[config.mk]
export PLATFORM = sky130hd
export DESIGN_NAME = bfloat_16_multiplier_flat
export DESIGN_NICKNAME = d
export VERILOG_FILES = /design/src/rtl/bfloat_16_multiplier_if.sv /design/src/rtl/bfloat_16_multiplier.sv /design/src/flat_wrapper.sv
export SDC_FILE = /design/constraint.sdc
export NUM_CORES = 1
export LEC_CHECK = 0
export ABC_AREA = 1
export BUFFER_PORTS_ARGS = -buffer_cell sky130_fd_sc_hd__buf_2
export CAP_MARGIN = 20
export CORE_UTILIZATION = 55
export CTS_CLUSTER_DIAMETER = 30
export CTS_CLUSTER_SIZE = 25
export DETAILED_ROUTE_END_ITERATION = 8
export PLACE_DENSITY = 0.87
export SYNTH_ARGS = -nofsm -noshare
export SYNTH_HDL_FRONTEND = slang
export SYNTH_SLANG_ARGS = --single-unit
[constraint.sdc]
create_clock -name clk -period 3.95 [get_ports clk]
set_input_delay 0.1975 -clock clk [delete_from_list [all_inputs] [get_ports clk]]
set_output_delay 0.1975 -clock clk [all_outputs]
set_load 0.05 [all_outputs]
[src/rtl/bfloat_16_multiplier_if.sv]
// bfloat_16_multiplier_if: operand strobe/ack handshakes and product strobe
interface bfloat_16_multiplier_if;
  logic [15:0] input_a;
  logic        input_a_stb;
  logic        input_a_ack;
  logic [15:0] input_b;
  logic        input_b_stb;
  logic        input_b_ack;
  logic [15:0] output_z;
  logic        output_z_stb;
  modport master (
    output input_a, input_a_stb, input_b, input_b_stb,
    input  input_a_ack, input_b_ack, output_z, output_z_stb
  );
  modport slave (
    input  input_a, input_a_stb, input_b, input_b_stb,
    output input_a_ack, input_b_ack, output_z, output_z_stb
  );
endinterface

[src/rtl/bfloat_16_multiplier.sv]
// bfloat_16_multiplier: multi-cycle bfloat16 multiply with specials, denormals and round-to-nearest-even
module bfloat_16_multiplier (
  input logic clk,
  input logic rst,
  bfloat_16_multiplier_if.slave bus
);
  typedef enum logic [3:0] {
    get_a, get_b, unpack, special, norm_a, norm_b, mul_0, mul_1,
    normalise_1, normalise_2, round, pack, put_z
  } state_t;
  state_t r_state, w_next;
  logic [15:0] r_a, r_b, r_z, r_out_z, r_prod;
  logic [7:0] r_a_m, r_b_m, r_z_m;
  logic signed [9:0] r_a_e, r_b_e, r_z_e;
  logic r_a_s, r_b_s, r_z_s, r_guard, r_round, r_sticky;
  logic r_a_ack, r_b_ack, r_out_stb;
  logic w_a_take, w_b_take;
  logic w_a_nan, w_b_nan, w_a_inf, w_b_inf, w_a_zero, w_b_zero, w_special, w_round_up;
  logic [15:0] w_special_z, w_z_packed;
  logic [7:0] w_exp;
  assign w_a_take = r_a_ack && bus.input_a_stb;
  assign w_b_take = r_b_ack && bus.input_b_stb;
  assign w_a_nan = r_a_e == 10'sd128 && r_a_m != 8'd0;
  assign w_b_nan = r_b_e == 10'sd128 && r_b_m != 8'd0;
  assign w_a_inf = r_a_e == 10'sd128 && r_a_m == 8'd0;
  assign w_b_inf = r_b_e == 10'sd128 && r_b_m == 8'd0;
  assign w_a_zero = r_a_e == -10'sd127 && r_a_m == 8'd0;
  assign w_b_zero = r_b_e == -10'sd127 && r_b_m == 8'd0;
  assign w_special = w_a_nan || w_b_nan || w_a_inf || w_b_inf || w_a_zero || w_b_zero;
  assign w_special_z = (w_a_nan || w_b_nan || (w_a_inf && w_b_zero) || (w_b_inf && w_a_zero)) ? 16'hFFC0 :
                       (w_a_inf || w_b_inf) ? {r_a_s ^ r_b_s, 8'hFF, 7'h0} : {r_a_s ^ r_b_s, 15'h0};
  assign w_round_up = r_guard && (r_round || r_sticky || r_z_m[0]);
  assign w_exp = (r_z_e == -10'sd126 && !r_z_m[7]) ? 8'h00 : r_z_e[7:0] + 8'd127;
  assign w_z_packed = (r_z_e > 10'sd127) ? {r_z_s, 8'hFF, 7'h0} : {r_z_s, w_exp, r_z_m[6:0]};
  assign bus.input_a_ack = r_a_ack;
  assign bus.input_b_ack = r_b_ack;
  assign bus.output_z = r_out_z;
  assign bus.output_z_stb = r_out_stb;
  always_ff @(posedge clk)
    r_state <= rst ? get_a : w_next;
  always_comb begin
    w_next = r_state;
    case (r_state)
      get_a:       w_next = w_a_take ? get_b : get_a;
      get_b:       w_next = w_b_take ? unpack : get_b;
      unpack:      w_next = special;
      special:     w_next = w_special ? put_z : norm_a;
      norm_a:      w_next = r_a_m[7] ? norm_b : norm_a;
      norm_b:      w_next = r_b_m[7] ? mul_0 : norm_b;
      mul_0:       w_next = mul_1;
      mul_1:       w_next = normalise_1;
      normalise_1: w_next = r_z_m[7] ? normalise_2 : normalise_1;
      normalise_2: w_next = (r_z_e >= -10'sd126) ? round : normalise_2;
      round:       w_next = pack;
      pack:        w_next = put_z;
      put_z:       w_next = r_out_stb ? get_a : put_z;
      default:     w_next = get_a;
    endcase
  end
  always_ff @(posedge clk) begin
    if (rst) begin
      r_a_ack <= 1'b0;
      r_b_ack <= 1'b0;
      r_out_stb <= 1'b0;
      r_out_z <= 16'h0000;
    end else begin
      case (r_state)
        get_a: begin
          r_a_ack <= !w_a_take;
          if (w_a_take) r_a <= bus.input_a;
        end
        get_b: begin
          r_b_ack <= !w_b_take;
          if (w_b_take) r_b <= bus.input_b;
        end
        unpack: begin
          r_a_m <= {1'b0, r_a[6:0]};
          r_b_m <= {1'b0, r_b[6:0]};
          r_a_e <= $signed({2'b00, r_a[14:7]}) - 10'sd127;
          r_b_e <= $signed({2'b00, r_b[14:7]}) - 10'sd127;
          r_a_s <= r_a[15];
          r_b_s <= r_b[15];
        end
        special: begin
          if (w_special) r_z <= w_special_z;
          else begin
            if (r_a_e == -10'sd127) r_a_e <= -10'sd126;
            else r_a_m[7] <= 1'b1;
            if (r_b_e == -10'sd127) r_b_e <= -10'sd126;
            else r_b_m[7] <= 1'b1;
          end
        end
        norm_a: if (!r_a_m[7]) begin
          r_a_m <= r_a_m << 1;
          r_a_e <= r_a_e - 10'sd1;
        end
        norm_b: if (!r_b_m[7]) begin
          r_b_m <= r_b_m << 1;
          r_b_e <= r_b_e - 10'sd1;
        end
        mul_0: begin
          r_z_s <= r_a_s ^ r_b_s;
          r_z_e <= r_a_e + r_b_e + 10'sd1;
          r_prod <= r_a_m * r_b_m;
        end
        mul_1: begin
          r_z_m <= r_prod[15:8];
          r_guard <= r_prod[7];
          r_round <= r_prod[6];
          r_sticky <= |r_prod[5:0];
        end
        normalise_1: if (!r_z_m[7]) begin
          r_z_e <= r_z_e - 10'sd1;
          r_z_m <= {r_z_m[6:0], r_guard};
          r_guard <= r_round;
          r_round <= 1'b0;
        end
        normalise_2: if (r_z_e < -10'sd126) begin
          r_z_e <= r_z_e + 10'sd1;
          r_z_m <= r_z_m >> 1;
          r_guard <= r_z_m[0];
          r_round <= r_guard;
          r_sticky <= r_sticky || r_round;
        end
        round: if (w_round_up) begin
          r_z_m <= r_z_m + 8'd1;
          if (r_z_m == 8'hFF) r_z_e <= r_z_e + 10'sd1;
        end
        pack: r_z <= w_z_packed;
        put_z: begin
          r_out_stb <= !r_out_stb;
          if (!r_out_stb) r_out_z <= r_z;
        end
        default: ;
      endcase
    end
  end
endmodule

[src/flat_wrapper.sv]
// flat-port wrapper written by rule: the top's interface ports become plain ports
module bfloat_16_multiplier_flat 
  (clk, rst, bus_input_a, bus_input_a_stb, bus_input_b, bus_input_b_stb, bus_input_a_ack, bus_input_b_ack, bus_output_z, bus_output_z_stb);
  bfloat_16_multiplier_if bus_i ();
  input logic clk;
  input logic rst;
  input wire logic [$bits(bus_i.input_a)-1:0] bus_input_a;
  input wire logic [$bits(bus_i.input_a_stb)-1:0] bus_input_a_stb;
  input wire logic [$bits(bus_i.input_b)-1:0] bus_input_b;
  input wire logic [$bits(bus_i.input_b_stb)-1:0] bus_input_b_stb;
  output wire logic [$bits(bus_i.input_a_ack)-1:0] bus_input_a_ack;
  output wire logic [$bits(bus_i.input_b_ack)-1:0] bus_input_b_ack;
  output wire logic [$bits(bus_i.output_z)-1:0] bus_output_z;
  output wire logic [$bits(bus_i.output_z_stb)-1:0] bus_output_z_stb;
  assign bus_i.input_a = bus_input_a;
  assign bus_i.input_a_stb = bus_input_a_stb;
  assign bus_i.input_b = bus_input_b;
  assign bus_i.input_b_stb = bus_input_b_stb;
  assign bus_input_a_ack = bus_i.input_a_ack;
  assign bus_input_b_ack = bus_i.input_b_ack;
  assign bus_output_z = bus_i.output_z;
  assign bus_output_z_stb = bus_i.output_z_stb;
  bfloat_16_multiplier u_core (.clk(clk), .rst(rst), .bus(bus_i));
endmodule
==> flow_summary.yaml, run 1 <==
grt:
  grt_pass1_wl_um: 38000
  grt_max_degree: 35
  first_global_vias: 8201
  grt-ovfl-total: 0
  antenna_found_initial: 1
  track_usage: 0.265
clock_tree:
  clock_sinks: 147
  cts_tree: "built"
  clk_latency_ns: 0.44
  cts-buffers-inserted: 17
  clockRootBuffer: "clkbuf_16"
  htreeDepth: 4
  clk_pin_slew_worst_paths_ns: 0.06
  clockBufferDepth: 2
power_and_ir_drop:
  ir_drop_uv: 397
  p_leak_nw: 5.60
  power_density_mw_per_mm2: 294
placement:
  dpl_cell_area_mm2: 0.0107
  port_buffers: 54
  gp_congestion: 0.903
  dp_slack_ns: -0.237
  place_hpwl_um: 16100
sta:
  fin_crit_ns: 4.00
  rsz0062_at_grt: "true"
  fmax_mhz: 250
  slew-limit-headroom: 0.373
  setup_viol: 2
  fin_skew_ns: 0.0205
  hold_viol_final: 0
  period_share: 1.01
  worst_pin_slew_ns: 0.937
  layout_setup_ws_ns: -0.0529
  drv_slew: 0
worst_setup_path:
  start_kind: "register"
  arrival_ns: 4.17
  critical_path_class: "reg2reg"
  cpPeakStageDelay_ns: 0.58
  cp_top_family: "adder cells"
  worst_ep_required_time_ns: 4.11
  slowest_stage: "fa_1"
  reg2reg_slack_ns: -0.05
  endpoint_kind: "register"
  crit_top_cell: "fa_1"
  path_buf_inv: 4
  crit_fanout: 7
  path_cells: "nand2_1, inv_1, fa_1, fa_1, fa_1, inv_2, fa_1, inv_1, ha_4, a21oi_1, o21ai_1, inv_1, nand2_2, nand2_1, nand2_1, xor2_1"
min_path:
  hold_class: "in2reg"
cells_and_area:
  n_fill_cell: 1296
  final_area_mm2: 0.0119
  final_util: 0.677
  area_growth_pct: 18.6
  drive_above_1_share: 0.139
  nets: 1462
detailed_routing:
  first_pass_iters: 6
  vias_per_cell: 5.43
  routed-via-count: 8481
  wl_per_cell_um: 15.1
  drt_iter0_drc: 876
  ant_nets: 0
  drc: 0
  drt-total-wl_um: 23600
floorplan:
  io_pins: 55
  core-area_mm2: 0.0175
  die_area_mm2: 0.0187
  die_y_um: 137
  initial_core_util: 0.571
  die_w_um: 137
  core.rowCount: 48
yosys:
  synth-seq-area-share: 0.418
  yosys.cell_types.count: 44
  yosysWarnings: 0
  async_reset_ff_frac: 0
  syn-num-nets: 1340
  synth_area_per_cell_um2: 8.33
  synth_edf_count: 124
  postSynthCellCount: 1202
  ys_ff_latch: 147
  ys_dominant_reg_cell: "edfxtp_1"
  netlist_area_mm2: 0.0100
status:
  violations: "negative setup slack"
  status: "finished, violations left"
flow_run:
  maxCapViolCount: 0
[report_power, final]
part           switching [mW]  internal [mW]  total (mW)
combinational           0.107         0.0888       0.196
sequential             0.0105           1.68        1.70
clock                   0.620          0.975        1.59
total                   0.737           2.75        3.49
[cells in the mapped netlist, types with 2 or more instances]
master / instances / area, um^2
nand2_1: 253 / 950
inv_1: 233 / 875
edfxtp_1: 124 / 3720
nor2_1: 102 / 383
o21ai_0: 84 / 420
nand3_1: 72 / 360
a21oi_1: 66 / 330
ha_1: 64 / 801
fa_1: 38 / 761
dfxtp_1: 23 / 460
clkbuf_1: 18 / 67.6
xor2_1: 17 / 149
nor3_1: 13 / 65.1
xnor2_1: 11 / 96.3
buf_2: 10 / 50.1
nand4_1: 10 / 62.6
o2111ai_1: 7 / 61.3
inv_2: 5 / 18.8
nor2_2: 5 / 31.3
o21ai_1: 5 / 25.0
nand2_2: 4 / 25.0
o21ai_2: 4 / 35.0
o22ai_1: 4 / 25.0
a31oi_1: 3 / 18.8
or2_2: 3 / 18.8
a32o_1: 2 / 20.0
buf_1: 2 / 7.51
nor4_1: 2 / 12.5
o21a_1: 2 / 15.0
o21bai_1: 2 / 15.0
[cell type report]
| cell class | instances | area, um^2 | share of cell area |
|---|---|---|---|
| antenna | 1 | 2.50 | 0.000211 |
| clock buffer | 18 | 429 | 0.0361 |
| clock inverter | 12 | 141 | 0.0119 |
| inverter | 239 | 900 | 0.0758 |
| multi-input combinational | 786 | 4970 | 0.419 |
| sequential | 147 | 4180 | 0.352 |
| tap | 225 | 282 | 0.0237 |
| timing repair buffer | 133 | 962 | 0.0810 |
[layout by cell type, fill, tap and decap left out, types with 3 or more instances in the layout]
cell and count:
dlygate4sd3_1 32, edfxtp_1 124, fa_2 3, a21oi_2 3, clkinvlp_4 4, ha_1 58
ha_4 6, o22ai_1 4, inv_1 228, clkinv_1 3, nor2_1 99, or2_2 3
nor3_1 13, fa_1 35, bufinv_16 3, nand2_1 246, a21oi_1 61, o21ai_1 6
o2111ai_1 7, o21ai_0 80, buf_2 54, dfxtp_1 23, a21oi_4 3, xor2_1 17
buf_6 3, nand3_1 72, o21ai_2 7, clkbuf_16 17, buf_4 43, xnor2_1 11
nand4_1 10, nand2_2 11, nor2_2 8, inv_2 10
[per-stage QoR]
stage	setup TNS, ns	hold WS, ns	total power [mW]	instances
after floorplan	0	0.267	1.82	1202
after global placement	-0.193	0.374	1.87	1487
after detailed placement	-1.09	0.376	1.87	1487
after CTS	0	0.122	3.47	1553
after global routing	-0.600	0.154	3.57	1561
final	-0.0914	0.144	3.49	1561
[flip-flops by register name, summed over array words and instances (netlist names)]
signal	flops
u_core.r_guard	1
u_core.r_b	16
u_core.r_a_s	1
u_core.r_b_s	1
u_core.bus.output_z	16
u_core.r_round	1
u_core.r_state	4
u_core.r_b_m	8
u_core.r_sticky	1
u_core.r_z	16
u_core.r_a	16
u_core.r_z_s	1
u_core.r_z_m	8
u_core.r_b_e	10
u_core.bus.input_a_ack	1
u_core.r_a_e	10
u_core.bus.input_b_ack	1
u_core.r_z_e	10
u_core.r_prod	16
u_core.bus.output_z_stb	1
u_core.r_a_m	8
[path summary, 6_finish.rpt]
path | startpoint | endpoint | cells after the start
worst max register to register | u_core.r_a_m[2]$_DFFE_PP_ | u_core.r_prod[13]$_DFFE_PP_ | 16
worst max-delay path | u_core.r_a_m[2]$_DFFE_PP_ | u_core.r_prod[13]$_DFFE_PP_ | 16
worst min register to register | u_core.r_a[15]$_DFFE_PP_ | u_core.r_a_s$_DFFE_PP_ | 0
worst min-delay path | rst | u_core.r_state[0]$_SDFF_PP0_ | 2
[logic make-up (layout without fill, tap and decap cells)]
| family | after synthesis | count (layout) | share of synthesized area |
|---|---|---|---|
| compound gates | 188 | 188 | 0.104 |
| xor+xnor | 28 | 28 | 0.0245 |
| fa+ha+maj | 102 | 102 | 0.156 |
| buf+inv | 269 | 402 | 0.102 |
| flops | 147 | 147 | 0.418 |
| other cells | 0 | 1 | 0 |
| simple gates | 468 | 468 | 0.195 |
[metal layers]
layer  share of wire  routed length [um]  track usage
met3           0.073                1720       0.0596
met1            0.40                9360        0.313
met4           0.031                 737        0.115
met5               0                   0            0
met2            0.50               11800        0.462
[repair_timing]
action / 4_1_cts / 5_1_grt
pin swaps: 11 / 37
setup buffers: 4 / 6
gates resized for setup: 16 / 25
setup endpoints to repair: 9 / 8
hold buffers: 32 / 0
endpoints found under the hold margin: 32 / 0
Power figures use the tool's default switching activity.
==> inputs of run 2 (changes only) <==
--- a/config.mk
+++ b/config.mk
@@ -7,12 +7,13 @@
 export LEC_CHECK = 0
 export ABC_AREA = 1
 export BUFFER_PORTS_ARGS = -buffer_cell sky130_fd_sc_hd__buf_2
-export CAP_MARGIN = 20
+export CAP_MARGIN = 0
 export CORE_UTILIZATION = 55
 export CTS_CLUSTER_DIAMETER = 30
 export CTS_CLUSTER_SIZE = 25
 export DETAILED_ROUTE_END_ITERATION = 8
 export PLACE_DENSITY = 0.87
+export RECOVER_POWER = 100
 export SYNTH_ARGS = -nofsm -noshare
 export SYNTH_HDL_FRONTEND = slang
 export SYNTH_SLANG_ARGS = --single-unit
==> run 2 against run 1 <==
  * Largest power group unchanged
  * Setup slack better by 0.0043 ns
  * Design area fell by 1.1%
  * Highest routed layer unchanged
  * Non-clock buffer count fell by 1
  * The flow still finishes with violations (negative setup slack)
  * Combinational power shrank 3%
  * Cell count about the same
  * Register-to-register slack about the same
  * Clock skew hardly changed
  * Global-route usage unchanged
  * Sequential power barely moved
  * Via count fell by 0.20%
  * Fmax increased by 0.11%
  * Routed wire length is 0.13% lower
==> flow_summary.yaml, run 2 (synthesis results as in run 1) <==
sta:
  setup_viol: 2
  layout_setup_ws_ns: -0.0486
  tns_ns: -0.0829
  slew-limit-headroom: 0.281
  rsz0062_at_grt: "true"
  hold_viol_final: 0
  fmax_mhz: 250
  drv_slew: 0
  fin_crit_ns: 4.00
  fin_skew_ns: 0.0207
  worst_pin_slew_ns: 1.08
  period_share: 1.01
cells_and_area:
  nets: 1461
  multi_input_area_mm2: 0.00493
  final-seq-area_mm2: 0.00418
  mostFrequentLayoutCell: "nand2_1"
  final_area_mm2: 0.0117
  final_util: 0.670
  final_cell_mix: "nand2_1 (247), inv_1 (231), edfxtp_1 (124)"
  layout.cells.non_filler: 1560
  area_growth_pct: 17.3
  n_fill_cell: 1340
  drive_above_1_share: 0.104
floorplan:
  core-area_mm2: 0.0175
  die_y_um: 137
  io_pins: 55
  die_w_um: 137
  initial_core_util: 0.571
  die_area_mm2: 0.0187
  core.rowCount: 48
detailed_routing:
  first_pass_iters: 5
  drt-total-wl_um: 23600
  ant_nets: 0
  routed-via-count: 8464
  wl_per_cell_um: 15.1
  drc: 0
  vias_per_cell: 5.43
  drt_iter0_drc: 875
worst_setup_path:
  critical_path_class: "reg2reg"
  cp_top_family: "adder cells"
  crit_fanout: 7
  endpoint_kind: "register"
  arrival_ns: 4.16
  path_buf_inv: 4
  worst_ep_required_time_ns: 4.11
  rr_startpoint: "u_core.r_a_m[2]$_DFFE_PP_"
  start_kind: "register"
  crit_top_cell: "fa_1"
  critPathLaunch: "u_core.r_a_m[2]$_DFFE_PP_"
  path_cells: "nand2_1, inv_1, fa_1, fa_1, fa_1, inv_2, fa_1, inv_1, ha_4, a21oi_1, o21ai_1, inv_1, nand2_2, nand2_1, nand2_1, xor2_1"
  cpPeakStageDelay_ns: 0.58
  slowest_stage: "fa_1"
power_and_ir_drop:
  ir_drop_uv: 397
  pwr-share-clk: 0.458
  p_seq_frac: 0.487
  power_density_mw_per_mm2: 296
  internal-power_mw: 2.75
  swShare: 0.211
  finalPower_mw: 3.48
  pwr-share-comb: 0.055
  power.switching_mw: 0.733
  p_leak_nw: 5.45
grt:
  grt_max_degree: 35
  antenna_found_initial: 1
  first_global_vias: 8201
  track_usage: 0.265
  grt_pass1_wl_um: 38000
  grt-ovfl-total: 0
placement:
  dpl_cell_area_mm2: 0.0107
  port_buffers: 54
  dp.cells: 1487
  gp_congestion: 0.903
  place_hpwl_um: 16100
clock_tree:
  clockRootBuffer: "clkbuf_16"
  clockBufferDepth: 2
  clk_latency_ns: 0.43
  clk_pin_slew_worst_paths_ns: 0.06
  cts_tree: "built"
  cts-buffers-inserted: 17
  htreeDepth: 4
  clock_sinks: 147
min_path:
  hold_class: "in2reg"
  min_from: "rst"
flow_run:
  maxCapViolCount: 0
status:
  violations: "negative setup slack"
  status: "finished, violations left"
## run 2: changes by cell type in the layout (fill, tap and decap cells not counted), sizes merged
cell	previous run	this run
buf	101	67
clkbuf	18	51
inv	239	237
clkinv	5	6
clkinvlp	4	5
## run 2: final cells by class
| cell class | instances | area share |
|---|---|---|
| tap | 225 | 0.0240 |
| multi-input combinational | 786 | 0.419 |
| inverter | 239 | 0.0765 |
| clock inverter | 12 | 0.0120 |
| clock buffer | 18 | 0.0365 |
| antenna | 1 | 0.000213 |
| timing repair buffer | 132 | 0.0752 |
| sequential | 147 | 0.356 |
## run 2: what timing repair did
action / in CTS / in global routing
resized for setup: 16 / 25
hold buffers: 32 / 0
pin swaps: 11 / 37
endpoints found under the hold margin: 32 / 0
buffers inserted: 4 / 6
endpoints found under the setup margin: 9 / 8
## run 2: worst reg2reg max path: stages, from the launching register on
cell and delay [ns]:
edfxtp_1 0.48, nand2_1 0.11, inv_1 0.06, fa_1 0.58, fa_1 0.44, fa_1 0.51, inv_2 0.04, fa_1 0.52
inv_1 0.06, ha_4 0.17, a21oi_1 0.19, o21ai_1 0.10, inv_1 0.11, nand2_2 0.09, nand2_1 0.07, nand2_1 0.06
xor2_1 0.14
## run 2: path summary, 6_finish.rpt
| kind | slack [ns] | to | cells past startpoint |
|---|---|---|---|
| hold / removal | 0.15 | u_core.r_state[0]$_SDFF_PP0_ | 2 |
| hold reg to reg | 0.44 | u_core.r_a_s$_DFFE_PP_ | 0 |
| setup reg to reg | -0.05 | u_core.r_prod[13]$_DFFE_PP_ | 16 |
| setup / recovery | -0.05 | u_core.r_prod[13]$_DFFE_PP_ | 16 |
## run 2: metal layers
metal	share of wire	up-vias	GRT usage	wire length, um
li1	-	4127	-	-
met1	0.40	3920	0.313	9470
met2	0.50	362	0.462	11800
met3	0.071	55	0.0596	1680
met4	0.028	0	0.115	658
met5	0	-	0	0
## run 2: power by group through the flow
stage	Combinational, mW	Clock [mW]	Sequential [mW]
finish	0.191	1.59	1.70
global route	0.209	1.66	1.70
CTS	0.177	1.60	1.69
detailed placement	0.145	0	1.73
global placement	0.139	0	1.73
floorplan	0.0887	0	1.73
## run 2: metrics by stage
step | worst slack (ns) | hold WS [ns]
finish | -0.0486 | 0.146
detailed placement | -0.237 | 0.376
global placement | -0.0709 | 0.374
CTS | 0.00391 | 0.122
floorplan | 0.00311 | 0.267
global route | -0.201 | 0.139
